`config.mk`:
```
export PLATFORM = sky130hd
export DESIGN_NAME = core_block_ctrl
export DESIGN_NICKNAME = d
export VERILOG_FILES = /design/src/rtl/core_block_ctrl.sv
export SDC_FILE = /design/constraint.sdc
export NUM_CORES = 1
export LEC_CHECK = 0
export ABC_AREA = 1
export ABC_CLOCK_PERIOD_IN_PS = 2430
export CAP_MARGIN = 20
export CELL_PAD_IN_SITES_DETAIL_PLACEMENT = 0
export CELL_PAD_IN_SITES_GLOBAL_PLACEMENT = 1
export CORE_AREA = 2 2 58 60
export CTS_CLUSTER_DIAMETER = 100
export DETAILED_ROUTE_END_ITERATION = 10
export DIE_AREA = 0 0 60 62
export PLACE_DENSITY_LB_ADDON = 0.1
export SLEW_MARGIN = 15
export SYNTH_ARGS = -nofsm -noshare
export SYNTH_HDL_FRONTEND = slang
export SYNTH_SLANG_ARGS = --single-unit
```
`constraint.sdc`:
```
create_clock -name clk -period 2.43 [get_ports clk]
set_clock_uncertainty 0.1 [all_clocks]
set_input_delay 0.243 -clock clk [delete_from_list [all_inputs] [get_ports clk]]
set_output_delay 0.243 -clock clk [all_outputs]
set_load 0.05 [all_outputs]
```
`src/rtl/core_block_ctrl.sv`:
```
// core_block_ctrl: launches one block of threads on a core and tracks per-thread completion.
// Latency: start at N -> thread_launch at N+1 -> RUN from N+2 -> done at N+3 at the earliest.
// Backpressure: none. start is accepted only in IDLE. DONE is terminal until reset.
//
// Ports:
//   clk, reset            - clock, synchronous active-high reset
//   start                 - one-cycle launch pulse from the block dispatcher
//   block_id              - block index, sampled with start
//   thread_count          - active threads in the block, sampled with start; clamped to THREADS_PER_BLOCK
//   thread_done           - per-thread completion, level or pulse; sampled only in RUN
//   thread_enable         - mask of active thread slots, held until reset
//   thread_launch         - one-cycle begin pulse to the enabled threads
//   block_base            - block_id*THREADS_PER_BLOCK, truncated to 8 bits
//   busy                  - high while in LAUNCH or RUN
//   done                  - block-complete level to the dispatcher
//   cycle_count           - cycles spent in LAUNCH plus RUN, saturating at 16'hFFFF
//                           (present only when CORE_BLOCK_CYCLE_COUNT_EN is defined)
//
// Build option: define CORE_BLOCK_CYCLE_COUNT_EN to add the cycle_count port and its counter.

module core_block_ctrl #(
  parameter  int THREADS_PER_BLOCK = 4,
  localparam int TCW               = $clog2(THREADS_PER_BLOCK) + 1
) (
  input  logic                         clk,
  input  logic                         reset,
  input  logic                         start,
  input  logic [7:0]                   block_id,
  input  logic [TCW-1:0]               thread_count,
  input  logic [THREADS_PER_BLOCK-1:0] thread_done,
  output logic [THREADS_PER_BLOCK-1:0] thread_enable,
  output logic                         thread_launch,
  output logic [7:0]                   block_base,
  output logic                         busy,
  output logic                         done
`ifdef CORE_BLOCK_CYCLE_COUNT_EN
  ,
  output logic [15:0]                  cycle_count
`endif
);

  localparam int LOG2T = $clog2(THREADS_PER_BLOCK);

  typedef enum logic [1:0] {
    ST_IDLE   = 2'd0,
    ST_LAUNCH = 2'd1,
    ST_RUN    = 2'd2,
    ST_DONE   = 2'd3
  } state_t;

  state_t                       r_state;
  logic [THREADS_PER_BLOCK-1:0] r_thread_enable;
  logic [THREADS_PER_BLOCK-1:0] r_done_mask;
  logic [7:0]                   r_block_base;
  logic                         r_thread_launch;
  logic                         r_busy;
  logic                         r_done;

  logic [TCW-1:0]               w_count_clamped;
  logic [THREADS_PER_BLOCK-1:0] w_enable_mask;
  logic [7:0]                   w_block_base;
  logic [THREADS_PER_BLOCK-1:0] w_next_mask;

  always_comb begin
    w_count_clamped = thread_count;
    if (thread_count > TCW'(THREADS_PER_BLOCK)) begin
      w_count_clamped = TCW'(THREADS_PER_BLOCK);
    end
    w_enable_mask = '0;
    for (int i = 0; i < THREADS_PER_BLOCK; i++) begin
      w_enable_mask[i] = (TCW'(i) < w_count_clamped);
    end
    // Multiply by a power of two is a shift; the 8-bit result truncates naturally.
    w_block_base = block_id << LOG2T;
    // Completions from slots outside the enable mask never reach the done mask.
    w_next_mask  = r_done_mask | (thread_done & r_thread_enable);
  end

  always_ff @(posedge clk) begin
    if (reset) begin
      r_state         <= ST_IDLE;
      r_thread_enable <= '0;
      r_done_mask     <= '0;
      r_block_base    <= '0;
      r_thread_launch <= 1'b0;
      r_busy          <= 1'b0;
      r_done          <= 1'b0;
    end else begin
      case (r_state)
        ST_IDLE: begin
          if (start) begin
            r_thread_enable <= w_enable_mask;
            r_block_base    <= w_block_base;
            r_done_mask     <= '0;
            if (w_count_clamped == '0) begin
              // Empty block: skip LAUNCH/RUN; done rises one cycle after DONE is entered.
              r_state <= ST_DONE;
            end else begin
              r_state         <= ST_LAUNCH;
              r_thread_launch <= 1'b1;
              r_busy          <= 1'b1;
            end
          end
        end
        ST_LAUNCH: begin
          r_thread_launch <= 1'b0;
          r_state         <= ST_RUN;
        end
        ST_RUN: begin
          r_done_mask <= w_next_mask;
          if (w_next_mask == r_thread_enable) begin
            // done is raised on the same edge so it is visible in the first DONE cycle.
            r_state <= ST_DONE;
            r_busy  <= 1'b0;
            r_done  <= 1'b1;
          end
        end
        ST_DONE: begin
          r_done <= 1'b1;
        end
        default: begin
          r_state <= ST_IDLE;
        end
      endcase
    end
  end

`ifdef CORE_BLOCK_CYCLE_COUNT_EN
  logic [15:0] r_cycle_count;

  always_ff @(posedge clk) begin
    if (reset) begin
      r_cycle_count <= '0;
    end else if ((r_state == ST_IDLE) && start) begin
      r_cycle_count <= '0;
    end else if (((r_state == ST_LAUNCH) || (r_state == ST_RUN)) && (r_cycle_count != 16'hFFFF)) begin
      r_cycle_count <= r_cycle_count + 16'd1;
    end
  end

  assign cycle_count = r_cycle_count;
`endif

  assign thread_enable = r_thread_enable;
  assign thread_launch = r_thread_launch;
  assign block_base    = r_block_base;
  assign busy          = r_busy;
  assign done          = r_done;

endmodule

```
== After elaboration in Yosys (flattened, before gate mapping) ==
Index checks and enable logic that the tools add are counted.

* Equality and inequality tests: 7
* Mux-type cells: 14
* Reduce and logical (&&, ||, !) cells: 12
* Magnitude comparators: 5
* Bitwise logic cells: 2

{| class="wikitable"
|+ Operators by type and width
! cell !! number
|-
| 4-bit case mux with 2 select lines || 1
|-
| 1-bit by 3-bit less-than comparator with 1-bit output (first input constant) || 2
|-
| 2-bit by 3-bit less-than comparator with 1-bit output (first input constant) || 2
|-
| 2-bit two-way mux || 3
|-
| 2-bit inequality test (second input constant) || 3
|-
| 1-bit case mux with 2 select lines || 3
|-
| 2-bit case mux with 3 select lines || 1
|-
| 2-bit AND reduction || 3
|-
| 3-bit AND reduction || 2
|-
| 2-bit nonzero test || 3
|-
| 4-bit bitwise AND || 1
|-
| 2-bit equality test (second input constant) || 2
|-
| 4-bit equality test || 1
|-
| 1-bit two-way mux || 4
|-
| 4-bit two-way mux || 1
|-
| 4-bit OR || 1
|-
| 4-bit AND reduction || 1
|-
| 3-bit > comparator (second input constant) || 1
|-
| 3-bit logical NOT || 1
|-
| 3-bit two-way mux || 1
|-
| 3-bit nonzero test || 1
|-
| 2-bit by 1-bit equality test with 1-bit output (second input constant) || 1
|-
| 2-bit logical NOT || 1
|}

* Word-level logic and storage cells: 47
* Register bits after elaboration: 19
* Output and inout port bits: 15
* Input bits: 18

== Longest topological paths before layout ==
Gate-level depths: netlist (run 1).

* Depth in word-level cells: 6
* Depth in mapped cells: 9
* Gate-level depth less buffers: 9

== Worst setup path after synthesis (run 1) ==
No wires, ideal clock.

* Kind: flip-flop to flip-flop
* Start point: reg r_thread_enable[1], in the netlist thread_enable[1]
* End point: reg r_state[1]
* Data required time: 2.215 ns
* Setup time: 0.115 ns
* Slack: 0.919 ns
* Arrival time: 1.296 ns
* Stages on the path, launching flop included: 10
* Path buffers: 0
* Clock period less this slack: 1.511 ns
* Path through: dfxtp_1 -> inv_1 -> nand2_1 -> nand3_1 -> nor2_1 -> nand2_1 -> nand2_2 -> nand3_1 -> nand2_1 -> nor2_1

* Longest elaborated chain between the ends: 5

{| class="wikitable"
|+ RTL lines
! element !! RTL line !! source
|-
| start: declaration || 52 || <nowiki>logic [THREADS_PER_BLOCK-1:0] r_thread_enable;</nowiki>
|-
| start signal: assignment || 92 || <nowiki>r_thread_enable <= w_enable_mask;</nowiki>
|-
| 4-bit bitwise AND || 76 || <nowiki>w_next_mask = r_done_mask | (thread_done & r_thread_enable);</nowiki>
|-
| 4-bit OR || 76 ||
|-
| 4-bit equality test (*) || 111 || <nowiki>if (w_next_mask == r_thread_enable) begin</nowiki>
|-
| 2-bit inequality test (no line) (*) || n/a ||
|-
| 3-bit AND reduction (no line) (*) || n/a ||
|-
| end signal: assignment || 81 || <nowiki>r_state <= ST_IDLE;</nowiki>
|-
| end signal: assignment || 113 || <nowiki>r_state <= ST_DONE;</nowiki>
|-
| end signal: assignment || 122 || <nowiki>r_state <= ST_IDLE;</nowiki>
|-
| end: declaration || 51 || <nowiki>state_t r_state;</nowiki>
|}

Mark *: on every way between the ends. The rest lies on a longest branch, timed or not.
A chain may end at the register's enable or synchronous reset.

== Final worst setup path (run 1) ==
* Start point: reg r_thread_enable[0], in the netlist thread_enable[0]
* End point: out thread_enable[0]

{| class="wikitable"
|+ RTL lines
! element !! RTL line !! source
|-
| end: declaration || 31 || <nowiki>output logic [THREADS_PER_BLOCK-1:0] thread_enable,</nowiki>
|}

No word-level cell between the ends.

==> report_table.html, run 1 <==
<table>
<tr><th>Metric</th><th>Value</th></tr>
<tr><th colspan="2">CTS</th></tr>
<tr><td>Number of gates resized after cts</td><td>0</td></tr>
<tr><td>Max H-tree Level</td><td>1</td></tr>
<tr><td>Clk_lat worst skew</td><td>about 300 ps</td></tr>
<tr><td>Maximum clock insertion buffer count</td><td>2</td></tr>
<tr><td>CTS Root Buffer Type</td><td>sky130_fd_sc_hd__clkbuf_4</td></tr>
<tr><td>CTS Hold Buffers Added</td><td>0</td></tr>
<tr><td>TritonCTS clock tree</td><td>done</td></tr>
<tr><td>Clock transition at path regs</td><td>~110 ps</td></tr>
<tr><td>Post-CTS setup buffer count</td><td>0</td></tr>
<tr><td>Number of clock sinks</td><td>19</td></tr>
<tr><td>TritonCTS Buffers</td><td>3</td></tr>
<tr><th colspan="2">Layout</th></tr>
<tr><td>Number of nets in the layout</td><td>189</td></tr>
<tr><td>Antenna Diode Count</td><td>0</td></tr>
<tr><td>Fill cell total of the finished layout</td><td>around 350</td></tr>
<tr><td>Post-route non-filler standard cell count</td><td>211</td></tr>
<tr><td>Area used by multi-input combinational logic</td><td>between 400 and 500 um^2</td></tr>
<tr><td>Proportion of layout cells with a drive suffix above 1</td><td>5.455%</td></tr>
<tr><td>Design area</td><td>1282 um^2</td></tr>
<tr><td>Storage cell area</td><td>380.4 um^2</td></tr>
<tr><td>Most frequent cells in the layout</td><td>sky130_fd_sc_hd__clkdlybuf4s50_1 (28), sky130_fd_sc_hd__nor2_1 (22), sky130_fd_sc_hd__nand2_1 (20)</td></tr>
<tr><td>Synthesis-to-layout area growth</td><td>36.85%</td></tr>
<tr><td>Most common cell after layout, fill and taps aside</td><td>sky130_fd_sc_hd__clkdlybuf4s50_1</td></tr>
<tr><th colspan="2">Setup path</th></tr>
<tr><td>Critical register-to-register path endpoint</td><td>r_done_mask[3]$_SDFFE_PP0P_</td></tr>
<tr><td>Crit path capture</td><td>thread_enable[0]</td></tr>
<tr><td>Largest delay share family, worst path</td><td>buffers and inverters</td></tr>
<tr><td>Number of cells traversed by the worst register-to-register path</td><td>6</td></tr>
<tr><td>Number of stages on the worst setup path</td><td>1</td></tr>
<tr><td>CP arrival</td><td>1530 ps</td></tr>
<tr><td>Category of the most critical setup path</td><td>flop to output pin</td></tr>
<tr><td>Startpoint type of the worst setup path</td><td>flop</td></tr>
<tr><td>Peak fanout along the critical path</td><td>4</td></tr>
<tr><td>Critical Path Slowest Stage Cell</td><td>sky130_fd_sc_hd__clkdlybuf4s50_1</td></tr>
<tr><td>Register-to-register setup slack</td><td>690 ps</td></tr>
<tr><td>FF-to-FF Start</td><td>r_state[0]$_SDFFE_PP0P_</td></tr>
<tr><td>WP data required</td><td>between 2000 and 2500 ps</td></tr>
<tr><td>Buffering stage count on the worst path with inverters included</td><td>1</td></tr>
<tr><td>CP peak stage delay</td><td>between 800 and 900 ps</td></tr>
<tr><td>Crit path from</td><td>thread_enable[0]$_SDFFE_PP0P_</td></tr>
<tr><td>Critical Path End Type</td><td>output pin</td></tr>
<tr><td>Cell-by-cell trace of the critical path</td><td>clkdlybuf4s50_1</td></tr>
<tr><th colspan="2">Timing</th></tr>
<tr><td>Maximum frequency from static timing analysis</td><td>approximately 530 MHz</td></tr>
<tr><td>RSZ-0062 raised after global routing</td><td>false</td></tr>
<tr><td>Count of endpoints failing hold in the final timing report</td><td>0</td></tr>
<tr><td>Post-layout minimum cycle time</td><td>between 1500 and 2000 ps</td></tr>
<tr><td>Final WS setup</td><td>557.5 ps</td></tr>
<tr><td>Share of the cycle needed by the critical path after routing</td><td>77.06%</td></tr>
<tr><td>Number of max-slew violations in the final report</td><td>0</td></tr>
<tr><td>Setup violations, final</td><td>0</td></tr>
<tr><td>Total Neg Setup Slack</td><td>0 ps</td></tr>
<tr><th colspan="2">Floorplan</th></tr>
<tr><td>Core ar.</td><td>3179 um^2</td></tr>
<tr><td>Placement Rows</td><td>21</td></tr>
<tr><td>Initial core utilization</td><td>a little under 30%</td></tr>
<tr><td>Area of the die</td><td>roughly 3700 um^2</td></tr>
<tr><td>Horiz. Die Dim</td><td>60 um</td></tr>
<tr><td>Floorplan die height</td><td>62 um</td></tr>
<tr><td>IO Count</td><td>33</td></tr>
<tr><th colspan="2">Placed design</th></tr>
<tr><td>Final HPWL from detailed placement</td><td>1661 um</td></tr>
<tr><td>Count of input and output buffers</td><td>28</td></tr>
<tr><td>Final weighted congestion in routability-driven placement</td><td>0.8127</td></tr>
<tr><td>Dpl cells</td><td>roughly 210</td></tr>
<tr><td>Placed cell areas</td><td>1256 um^2</td></tr>
<tr><td>Worst setup slack after placement</td><td>~700 ps</td></tr>
<tr><th colspan="2">Min path</th></tr>
<tr><td>Worst hold start</td><td>done$_SDFFE_PP0P_</td></tr>
<tr><td>Kind of path behind the tightest hold check</td><td>flop to flop</td></tr>
<tr><th colspan="2">Pwr</th></tr>
<tr><td>Cell leakage power</td><td>between 0.0005 and 0.0006 uW</td></tr>
<tr><td>Pwr/cell area</td><td>roughly 1000 nW/um^2</td></tr>
<tr><td>Peak supply drop</td><td>about 440 uV</td></tr>
<tr><th colspan="2">GRT</th></tr>
<tr><td>Overflow left after global routing</td><td>0</td></tr>
<tr><td>Maximum number of pins on one net before global-route repair</td><td>19</td></tr>
<tr><td>Initial antenna violation count</td><td>0</td></tr>
<tr><td>Overall fraction of global-route tracks in use</td><td>12.77%</td></tr>
<tr><td>First-pass GRT wire length</td><td>roughly 3500 um</td></tr>
<tr><td>Via count of the first global-routing pass</td><td>778</td></tr>
<tr><th colspan="2">Drt</th></tr>
<tr><td>Average wire length per cell after detail routing</td><td>10.49 um</td></tr>
<tr><td>Overall via count from detail_route</td><td>883</td></tr>
<tr><td>Final Routed Wirelength</td><td>2214 um</td></tr>
<tr><td>Final antenna-violating net count</td><td>0</td></tr>
<tr><td>Via density</td><td>4.185</td></tr>
<tr><td>Post-detailed-route DRC marker count</td><td>0</td></tr>
<tr><td>Number of search-and-repair iterations in the first detailed-routing pass</td><td>4</td></tr>
<tr><td>Starting DRT DRC Count</td><td>39</td></tr>
<tr><th colspan="2">Synth</th></tr>
<tr><td>Biggest area consumer among synthesized cells</td><td>sky130_fd_sc_hd__dfxtp_1</td></tr>
<tr><td>Average instance area after synthesis</td><td>6.891 um^2</td></tr>
<tr><td>Area share of the largest cell type after synthesis</td><td>~40%</td></tr>
<tr><td>Number of synthesized register bits</td><td>19</td></tr>
<tr><td>Number of standard cells after synthesis</td><td>about 140</td></tr>
<tr><td>Library cells used by synthesis</td><td>18</td></tr>
<tr><td>Number of warnings reported in the yosys synthesis log</td><td>0</td></tr>
<tr><td>Cell area after technology mapping</td><td>937.1 um^2</td></tr>
<tr><td>Post-synthesis sequential area ratio</td><td>40.59%</td></tr>
<tr><td>Cell types occupying the most area after synthesis</td><td>sky130_fd_sc_hd__dfxtp_1 (41%), sky130_fd_sc_hd__nor2_1 (8.8%), sky130_fd_sc_hd__o21ai_0 (8.5%), sky130_fd_sc_hd__nand2_1 (8.0%), sky130_fd_sc_hd__inv_1 (7.6%)</td></tr>
<tr><th colspan="2">Run status</th></tr>
<tr><td>Run status</td><td>completed</td></tr>
<tr><th colspan="2">Job</th></tr>
<tr><td>Max Cap Violations</td><td>0</td></tr>
</table>
[worst min-delay path, delay by kind of cell (launching register included)]
family / cells / cell delay [ps]
DFF: 1 / 340
AOI/OAI and AO/OA: 1 / 80
buffers and inverters: 1 / 50
[metrics by stage]
stage	hold WS [ps]	power, uW	utilization, %
CTS	394.0	1328	40.34
detailed placement	367.6	1161	39.51
floorplan	307.3	945.8	-
finish	387.5	1311	40.34
global route	409.7	1421	40.34
global placement	360.2	1155	39.51
[final cells by class]
class                           count  area share (%)
Multi-Input combinational cell     93           35.51
Sequential cell                    19           29.66
Timing Repair Buffer               29           22.44
Inverter                           20           5.854
Tap cell                           46           4.488
Clock buffer                        4           2.049
[power breakdown]
| part | leakage, uW | internal [uW] | switching [uW] | total [uW] |
|---|---|---|---|---|
| combinational | 0.000377 | 236 | 464 | 700 |
| sequential | 0.000156 | 391 | 58.1 | 449 |
| clock | 0.0000150 | 63.9 | 98.2 | 162 |
| total | 0.000548 | 691 | 620 | 1310 |
[sequential cells by signal, indices dropped and copies added, names as in the netlist]
name and flops:
thread_enable 4, busy 1, thread_launch 1, done 1
r_state 2, block_base 6, r_done_mask 4
[cell usage after synthesis]
cell                       instances
sky130_fd_sc_hd__conb_1            1
sky130_fd_sc_hd__nor2_1           22
sky130_fd_sc_hd__or2_1             1
sky130_fd_sc_hd__nor2_2            1
sky130_fd_sc_hd__nor3_1            1
sky130_fd_sc_hd__nand2_1          20
sky130_fd_sc_hd__clkbuf_2          1
sky130_fd_sc_hd__buf_2             2
sky130_fd_sc_hd__inv_2             1
sky130_fd_sc_hd__ha_1              5
sky130_fd_sc_hd__a21oi_1          13
sky130_fd_sc_hd__inv_1            19
sky130_fd_sc_hd__a31oi_1           1
sky130_fd_sc_hd__buf_4             2
sky130_fd_sc_hd__dfxtp_1          19
sky130_fd_sc_hd__o21ai_0          16
sky130_fd_sc_hd__nand2_2           3
sky130_fd_sc_hd__nand3_1           8
[worst min path at each step]
stage / endpoint / slack [ps] / cells past startpoint
floorplan: block_base[2]$_SDFFE_PP0P_ / 310 / 2
global placement: done$_SDFFE_PP0P_ / 360 / 2
detailed placement: done$_SDFFE_PP0P_ / 370 / 2
CTS: done$_SDFFE_PP0P_ / 390 / 2
global route: busy$_SDFFE_PP0P_ / 410 / 2
finish: done$_SDFFE_PP0P_ / 390 / 2
[layer usage]
metal / track usage [%] / share of wire, %
met5: 0 / 0
met4: 2.857 / 0.81
met3: 4.555 / 5.9
met2: 20.50 / 46
met1: 16.56 / 47
[cell families after synthesis]
kind of cell / share of synthesized area, %
AND/OR/NAND/NOR: 24.97
AO/OA/AOI/OAI: 16.16
adder cells (fa/ha/maj): 6.676
flip-flops: 40.59
buffers and inverters: 11.21
other: 0.4001
(Power assumes the default switching activity.)
==> run 2: changes to the inputs <==
ABC_CLOCK_PERIOD_IN_PS = 1600   (was 2430)
CORE_AREA = 2 2 62 64   (was 2 2 58 60)
DIE_AREA = 0 0 64 66   (was 0 0 60 62)
clock period = 1.6 ns   (was 2.43 ns; I/O delays follow)
==> run 2 against run 1 <==
Against the previous run:
- setup slack worse by 420 ps
- register-to-register slack worse by 550 ps
- critical path depth rose by 6
- hold slack worse by 34 ps
- sequential power increased by 50%
==> report_table.html, run 2 (same netlist as run 1, synthesis figures left out) <==
<table>
<tr><th>Metric</th><th>Value</th></tr>
<tr><th colspan="2">Run status</th></tr>
<tr><td>Run status</td><td>completed</td></tr>
<tr><th colspan="2">Layout</th></tr>
<tr><td>Final core utilization</td><td>approximately 38%</td></tr>
<tr><td>Fill cell total of the finished layout</td><td>between 300 and 400</td></tr>
<tr><td>Most frequent cells in the layout</td><td>sky130_fd_sc_hd__nand2_1 (20), sky130_fd_sc_hd__nor2_1 (20), sky130_fd_sc_hd__buf_4 (20)</td></tr>
<tr><td>Antenna Diode Count</td><td>0</td></tr>
<tr><td>Number of nets in the layout</td><td>a little under 200</td></tr>
<tr><td>Proportion of layout cells with a drive suffix above 1</td><td>about a fifth</td></tr>
<tr><td>Post-route non-filler standard cell count</td><td>220</td></tr>
<tr><td>Synthesis-to-layout area growth</td><td>42.19%</td></tr>
<tr><td>Design area</td><td>1333 um^2</td></tr>
<tr><td>Largest register FFs</td><td>6</td></tr>
<tr><th colspan="2">Setup path</th></tr>
<tr><td>Critical register-to-register path endpoint</td><td>thread_enable[2]$_SDFFE_PP0P_</td></tr>
<tr><td>CP peak stage delay</td><td>360 ps</td></tr>
<tr><td>WP data required</td><td>1740 ps</td></tr>
<tr><td>Category of the most critical setup path</td><td>flop to flop</td></tr>
<tr><td>Cell-by-cell trace of the critical path</td><td>inv_1 &gt; ha_2 &gt; nand2_2 &gt; buf_4 &gt; nor2_2 &gt; o21ai_0 &gt; a21oi_1</td></tr>
<tr><td>Largest delay share family, worst path</td><td>flip-flops</td></tr>
<tr><td>Number of stages on the worst setup path</td><td>7</td></tr>
<tr><td>Crit path from</td><td>r_state[1]$_SDFFE_PP0P_</td></tr>
<tr><td>Critical Path Slowest Stage Cell</td><td>sky130_fd_sc_hd__dfxtp_2</td></tr>
<tr><td>Crit path capture</td><td>thread_enable[2]$_SDFFE_PP0P_</td></tr>
<tr><td>CP arrival</td><td>approximately 1600 ps</td></tr>
<tr><td>Critical Path End Type</td><td>flop</td></tr>
<tr><td>Register-to-register setup slack</td><td>roughly 140 ps</td></tr>
<tr><td>FF-to-FF Start</td><td>r_state[1]$_SDFFE_PP0P_</td></tr>
<tr><td>Peak fanout along the critical path</td><td>7</td></tr>
<tr><td>Startpoint type of the worst setup path</td><td>flop</td></tr>
<tr><td>Number of cells traversed by the worst register-to-register path</td><td>7</td></tr>
<tr><td>Buffering stage count on the worst path with inverters included</td><td>2</td></tr>
<tr><th colspan="2">CTS</th></tr>
<tr><td>Number of clock sinks</td><td>19</td></tr>
<tr><td>Maximum clock insertion buffer count</td><td>2</td></tr>
<tr><td>Clk_lat worst skew</td><td>a little over 300 ps</td></tr>
<tr><td>Number of gates resized after cts</td><td>0</td></tr>
<tr><td>TritonCTS Buffers</td><td>3</td></tr>
<tr><td>Post-CTS setup buffer count</td><td>0</td></tr>
<tr><td>Clock transition at path regs</td><td>approximately 120 ps</td></tr>
<tr><td>Max H-tree Level</td><td>1</td></tr>
<tr><td>CTS Root Buffer Type</td><td>sky130_fd_sc_hd__clkbuf_4</td></tr>
<tr><td>CTS Hold Buffers Added</td><td>0</td></tr>
<tr><td>TritonCTS clock tree</td><td>done</td></tr>
<tr><th colspan="2">Timing</th></tr>
<tr><td>Setup violations, final</td><td>0</td></tr>
<tr><td>RSZ-0062 raised after global routing</td><td>false</td></tr>
<tr><td>Final WS setup</td><td>141.8 ps</td></tr>
<tr><td>Post-layout minimum cycle time</td><td>1458 ps</td></tr>
<tr><td>Number of max-slew violations in the final report</td><td>0</td></tr>
<tr><td>Count of endpoints failing hold in the final timing report</td><td>0</td></tr>
<tr><td>Maximum frequency from static timing analysis</td><td>about 690 MHz</td></tr>
<tr><td>Share of the cycle needed by the critical path after routing</td><td>between 90% and 100%</td></tr>
<tr><td>Total Neg Setup Slack</td><td>0 ps</td></tr>
<tr><th colspan="2">Drt</th></tr>
<tr><td>Average wire length per cell after detail routing</td><td>approximately 11 um</td></tr>
<tr><td>Final antenna-violating net count</td><td>0</td></tr>
<tr><td>Post-detailed-route DRC marker count</td><td>0</td></tr>
<tr><td>Number of search-and-repair iterations in the first detailed-routing pass</td><td>5</td></tr>
<tr><td>Final Routed Wirelength</td><td>between 2000 and 2500 um</td></tr>
<tr><td>Overall via count from detail_route</td><td>957</td></tr>
<tr><td>Via density</td><td>~4.4</td></tr>
<tr><td>Starting DRT DRC Count</td><td>38</td></tr>
<tr><th colspan="2">Floorplan</th></tr>
<tr><td>Horiz. Die Dim</td><td>approximately 64 um</td></tr>
<tr><td>Placement Rows</td><td>22</td></tr>
<tr><td>Core ar.</td><td>3551 um^2</td></tr>
<tr><td>Area of the die</td><td>between 4000 and 5000 um^2</td></tr>
<tr><td>Initial core utilization</td><td>a little over a quarter</td></tr>
<tr><td>IO Count</td><td>33</td></tr>
<tr><td>Floorplan die height</td><td>between 60 and 70 um</td></tr>
<tr><th colspan="2">GRT</th></tr>
<tr><td>Via count of the first global-routing pass</td><td>between 800 and 900</td></tr>
<tr><td>First-pass GRT wire length</td><td>~4000 um</td></tr>
<tr><td>Overall fraction of global-route tracks in use</td><td>approximately an eighth</td></tr>
<tr><td>Maximum number of pins on one net before global-route repair</td><td>12</td></tr>
<tr><td>Initial antenna violation count</td><td>0</td></tr>
<tr><td>Overflow left after global routing</td><td>0</td></tr>
<tr><th colspan="2">Placed design</th></tr>
<tr><td>Final weighted congestion in routability-driven placement</td><td>about 0.77</td></tr>
<tr><td>Count of input and output buffers</td><td>28</td></tr>
<tr><td>Placed cell areas</td><td>~1300 um^2</td></tr>
<tr><td>Final HPWL from detailed placement</td><td>~1800 um</td></tr>
<tr><td>Dpl cells</td><td>around 220</td></tr>
<tr><td>Worst setup slack after placement</td><td>approximately 72 ps</td></tr>
<tr><th colspan="2">Pwr</th></tr>
<tr><td>Clock network power share</td><td>12.3%</td></tr>
<tr><td>Pwr/cell area</td><td>about 1600 nW/um^2</td></tr>
<tr><td>Internal Dissipation</td><td>between 1000 and 1500 uW</td></tr>
<tr><td>Logic pwr share</td><td>55.6%</td></tr>
<tr><td>Sequential fraction of design power</td><td>32.1%</td></tr>
<tr><td>Cell leakage power</td><td>about 0.0006 uW</td></tr>
<tr><td>Switch Pwr</td><td>986.1 uW</td></tr>
<tr><td>Peak supply drop</td><td>between 400 and 500 uV</td></tr>
<tr><td>Switching share of total power</td><td>between 40% and 50%</td></tr>
<tr><th colspan="2">Job</th></tr>
<tr><td>Max Cap Violations</td><td>0</td></tr>
<tr><th colspan="2">Min path</th></tr>
<tr><td>Kind of path behind the tightest hold check</td><td>primary input to flop</td></tr>
</table>
run 2: stage by stage:
stage / hold WS, ps / total power, uW
after floorplan: 224.3 / 1436
after detailed placement: 371.0 / 1825
final: 353.1 / 2092
after global placement: 364.7 / 1820
after global routing: 336.8 / 2285
after CTS: 338.5 / 2098
run 2: tightest hold or removal path, stage by stage:
cell and delay (ps):
sky130_fd_sc_hd__clkdlybuf4s50_1 400, sky130_fd_sc_hd__o21ai_1 130, sky130_fd_sc_hd__nor2_1 40
run 2: per-layer routing:
metal	share of wire (%)	up-vias	track usage, %
li1	-	497	-
met1	50	430	16.58
met2	44	26	17.84
met3	5.2	4	2.726
met4	1.6	0	6.522
met5	0	-	0
run 2: cell type report:
| cell class | instances | area, um^2 | area share [%] |
|---|---|---|---|
| tap | 48 | 60.06 | 4.507 |
| sequential | 19 | 381.6 | 28.64 |
| clock inverter | 1 | 5.005 | 0.3756 |
| clock buffer | 3 | 22.52 | 1.690 |
| timing repair buffer | 36 | 320.3 | 24.04 |
| multi-input combinational | 93 | 467.9 | 35.12 |
| inverter | 20 | 75.07 | 5.634 |
run 2: power groups by stage:
stage	registers (uW)	clock network (uW)	logic, uW
after floorplan	1010	0	431
final	672	257	1160
after global placement	677	0	1140
after CTS	670	281	1150
after global routing	691	306	1290
after detailed placement	682	0	1140
run 2: worst min path at each step:
stage                                     from                         end  cells past startpoint
floorplan                          block_id[0]  block_base[2]$_SDFFE_PP0P_                      2
global placement    block_base[7]$_SDFFE_PP0P_  block_base[7]$_SDFFE_PP0P_                      2
detailed placement           done$_SDFFE_PP0P_           done$_SDFFE_PP0P_                      2
CTS                                block_id[5]  block_base[7]$_SDFFE_PP0P_                      3
global route                       block_id[5]  block_base[7]$_SDFFE_PP0P_                      3
finish                             block_id[0]  block_base[2]$_SDFFE_PP0P_                      3
==> run 3: changes to the inputs <==
SKIP_LAST_GASP = 1   (was unset)
==> run 3 against run 2 <==
Against the previous run:
- final cell count is the same
- routed wire length shrank 0.43%
- hold slack is essentially flat
- largest power group unchanged
- critical endpoint unchanged
- sequential share of layout area grew 0.11 points
- cell area shrank 0.38%
- critical path depth is the same
- count of clock-buffer cells in the layout is the same
==> report_table.html, run 3 (same netlist as run 1, synthesis figures left out) <==
<table>
<tr><th>Metric</th><th>Value</th></tr>
<tr><th colspan="2">CTS</th></tr>
<tr><td>TritonCTS Buffers</td><td>3</td></tr>
<tr><td>Clk_lat worst skew</td><td>310 ps</td></tr>
<tr><td>CTS Hold Buffers Added</td><td>0</td></tr>
<tr><td>CTS Root Buffer Type</td><td>sky130_fd_sc_hd__clkbuf_4</td></tr>
<tr><td>Number of clock sinks</td><td>19</td></tr>
<tr><td>Clock transition at path regs</td><td>~120 ps</td></tr>
<tr><td>Max H-tree Level</td><td>1</td></tr>
<tr><td>Number of gates resized after cts</td><td>0</td></tr>
<tr><td>TritonCTS clock tree</td><td>done</td></tr>
<tr><td>Maximum clock insertion buffer count</td><td>2</td></tr>
<tr><td>Post-CTS setup buffer count</td><td>0</td></tr>
<tr><th colspan="2">Setup path</th></tr>
<tr><td>Startpoint type of the worst setup path</td><td>flop</td></tr>
<tr><td>Crit path capture</td><td>thread_enable[2]$_SDFFE_PP0P_</td></tr>
<tr><td>CP arrival</td><td>between 1500 and 2000 ps</td></tr>
<tr><td>Number of cells traversed by the worst register-to-register path</td><td>7</td></tr>
<tr><td>Critical Path Slowest Stage Cell</td><td>sky130_fd_sc_hd__dfxtp_2</td></tr>
<tr><td>FF-to-FF Start</td><td>r_state[1]$_SDFFE_PP0P_</td></tr>
<tr><td>WP data required</td><td>1740 ps</td></tr>
<tr><td>Category of the most critical setup path</td><td>flop to flop</td></tr>
<tr><td>Critical register-to-register path endpoint</td><td>thread_enable[2]$_SDFFE_PP0P_</td></tr>
<tr><td>Largest delay share family, worst path</td><td>flip-flops</td></tr>
<tr><td>Critical Path End Type</td><td>flop</td></tr>
<tr><td>CP peak stage delay</td><td>approximately 360 ps</td></tr>
<tr><td>Peak fanout along the critical path</td><td>7</td></tr>
<tr><td>Crit path from</td><td>r_state[1]$_SDFFE_PP0P_</td></tr>
<tr><td>Number of stages on the worst setup path</td><td>7</td></tr>
<tr><td>Buffering stage count on the worst path with inverters included</td><td>2</td></tr>
<tr><td>Register-to-register setup slack</td><td>between 100 and 150 ps</td></tr>
<tr><td>Cell-by-cell trace of the critical path</td><td>inv_1 &gt; ha_2 &gt; nand2_2 &gt; buf_4 &gt; nor2_2 &gt; o21ai_0 &gt; a21oi_1</td></tr>
<tr><th colspan="2">Layout</th></tr>
<tr><td>Largest register FFs</td><td>6</td></tr>
<tr><td>Number of nets in the layout</td><td>between 150 and 200</td></tr>
<tr><td>Design area</td><td>between 1000 and 1500 um^2</td></tr>
<tr><td>Fill cell total of the finished layout</td><td>between 300 and 400</td></tr>
<tr><td>Proportion of layout cells with a drive suffix above 1</td><td>between 15 and 20%</td></tr>
<tr><td>Most frequent cells in the layout</td><td>sky130_fd_sc_hd__nand2_1 (20), sky130_fd_sc_hd__nor2_1 (20), sky130_fd_sc_hd__buf_4 (20)</td></tr>
<tr><td>Antenna Diode Count</td><td>0</td></tr>
<tr><td>Post-route non-filler standard cell count</td><td>between 200 and 250</td></tr>
<tr><td>Synthesis-to-layout area growth</td><td>41.66%</td></tr>
<tr><th colspan="2">GRT</th></tr>
<tr><td>Met2 track demand over resource in global routing</td><td>approximately 18%</td></tr>
<tr><td>Via count of the first global-routing pass</td><td>863</td></tr>
<tr><td>M1 GR Usage</td><td>between 10% and 20%</td></tr>
<tr><td>Overall fraction of global-route tracks in use</td><td>12.20%</td></tr>
<tr><td>GRT met3 Usage</td><td>under 10%</td></tr>
<tr><td>Initial antenna violation count</td><td>0</td></tr>
<tr><td>Overflow left after global routing</td><td>0</td></tr>
<tr><td>First-pass GRT wire length</td><td>just under 4000 um</td></tr>
<tr><td>Maximum number of pins on one net before global-route repair</td><td>12</td></tr>
<tr><td>Highest-utilization routing layer at the global route stage</td><td>met2</td></tr>
<tr><th colspan="2">Drt</th></tr>
<tr><td>Final Routed Wirelength</td><td>~2300 um</td></tr>
<tr><td>Overall via count from detail_route</td><td>roughly 960</td></tr>
<tr><td>Starting DRT DRC Count</td><td>40</td></tr>
<tr><td>Average wire length per cell after detail routing</td><td>10.58 um</td></tr>
<tr><td>Final antenna-violating net count</td><td>0</td></tr>
<tr><td>Via density</td><td>around 4.4</td></tr>
<tr><td>Post-detailed-route DRC marker count</td><td>0</td></tr>
<tr><td>Number of search-and-repair iterations in the first detailed-routing pass</td><td>4</td></tr>
<tr><th colspan="2">Timing</th></tr>
<tr><td>Post-layout minimum cycle time</td><td>about 1500 ps</td></tr>
<tr><td>Share of the cycle needed by the critical path after routing</td><td>approximately 90%</td></tr>
<tr><td>Setup violations, final</td><td>0</td></tr>
<tr><td>Count of endpoints failing hold in the final timing report</td><td>0</td></tr>
<tr><td>Maximum frequency from static timing analysis</td><td>686.5 MHz</td></tr>
<tr><td>Number of max-slew violations in the final report</td><td>0</td></tr>
<tr><td>RSZ-0062 raised after global routing</td><td>true</td></tr>
<tr><th colspan="2">Placed design</th></tr>
<tr><td>Dpl cells</td><td>roughly 220</td></tr>
<tr><td>Final weighted congestion in routability-driven placement</td><td>0.7730</td></tr>
<tr><td>Placed cell areas</td><td>1291 um^2</td></tr>
<tr><td>Final HPWL from detailed placement</td><td>roughly 1800 um</td></tr>
<tr><td>Count of input and output buffers</td><td>28</td></tr>
<tr><th colspan="2">Pwr</th></tr>
<tr><td>Pwr Total</td><td>about 2100 uW</td></tr>
<tr><td>Cell leakage power</td><td>~0.0006 uW</td></tr>
<tr><td>Pwr/cell area</td><td>between 1500 and 2000 nW/um^2</td></tr>
<tr><td>Peak supply drop</td><td>just under 500 uV</td></tr>
<tr><th colspan="2">Run status</th></tr>
<tr><td>Run status</td><td>completed</td></tr>
<tr><th colspan="2">Floorplan</th></tr>
<tr><td>Core ar.</td><td>about 3600 um^2</td></tr>
<tr><td>Floorplan die height</td><td>around 66 um</td></tr>
<tr><td>Initial core utilization</td><td>26.39%</td></tr>
<tr><td>IO Count</td><td>33</td></tr>
<tr><td>Horiz. Die Dim</td><td>roughly 64 um</td></tr>
<tr><td>Area of the die</td><td>between 4000 and 5000 um^2</td></tr>
<tr><td>Placement Rows</td><td>22</td></tr>
<tr><th colspan="2">Min path</th></tr>
<tr><td>Worst hold start</td><td>block_id[0]</td></tr>
<tr><td>Kind of path behind the tightest hold check</td><td>primary input to flop</td></tr>
<tr><th colspan="2">Job</th></tr>
<tr><td>Max Cap Violations</td><td>0</td></tr>
</table>
-- run 3: cell counts in the layout (fill, tap and decap cells not counted) --
Identical to the previous run, type by type.
-- run 3: area by class of cell --
type,count,area [um^2],area share [%]
sequential,19,381.6,28.75
clock inverter,1,5.005,0.3770
timing repair buffer,36,320.3,24.13
inverter,20,75.07,5.655
multi-input combinational,93,462.9,34.87
clock buffer,3,22.52,1.697
tap,48,60.06,4.524
-- run 3: worst min-delay path, stage by stage --
cell and delay [ps]:
sky130_fd_sc_hd__clkdlybuf4s50_1 400, sky130_fd_sc_hd__o21ai_1 130, sky130_fd_sc_hd__nor2_1 40
-- run 3: worst min-delay path by stage --
stage / cells after the start / slack, ps / endpoint
6_report: 3 / 350 / block_base[2]$_SDFFE_PP0P_
4_1_cts: 3 / 340 / block_base[7]$_SDFFE_PP0P_
2_1_floorplan: 2 / 220 / block_base[2]$_SDFFE_PP0P_
3_3_place_gp: 2 / 360 / block_base[7]$_SDFFE_PP0P_
5_1_grt: 3 / 340 / block_base[7]$_SDFFE_PP0P_
3_5_place_dp: 2 / 370 / done$_SDFFE_PP0P_
-- run 3: stage by stage --
step                      worst slack [ps]  hold WS, ps  utilization, %  setup TNS, ps
final                                143.4        353.0           37.39              0
after global routing              -0.05207        336.8           37.39       -0.05207
after CTS                            32.81        338.5           37.14              0
after detailed placement             72.09        371.0           36.36              0
after global placement               75.21        364.7           36.36              0
after floorplan                      89.18        224.3               -              0
-- run 3: where the power goes --
part	leakage, uW	internal, uW	total, uW	switching [uW]
Sequential	0.000156	596	672	76.2
Clock	0.0000177	93.3	257	164
Combinational	0.000435	414	1150	739
-- run 3: layer usage --
metal,vias up,share of wire (%)
met5,-,0
met4,0,1.6
met1,428,49
met2,28,44
li1,497,-
met3,4,5.4
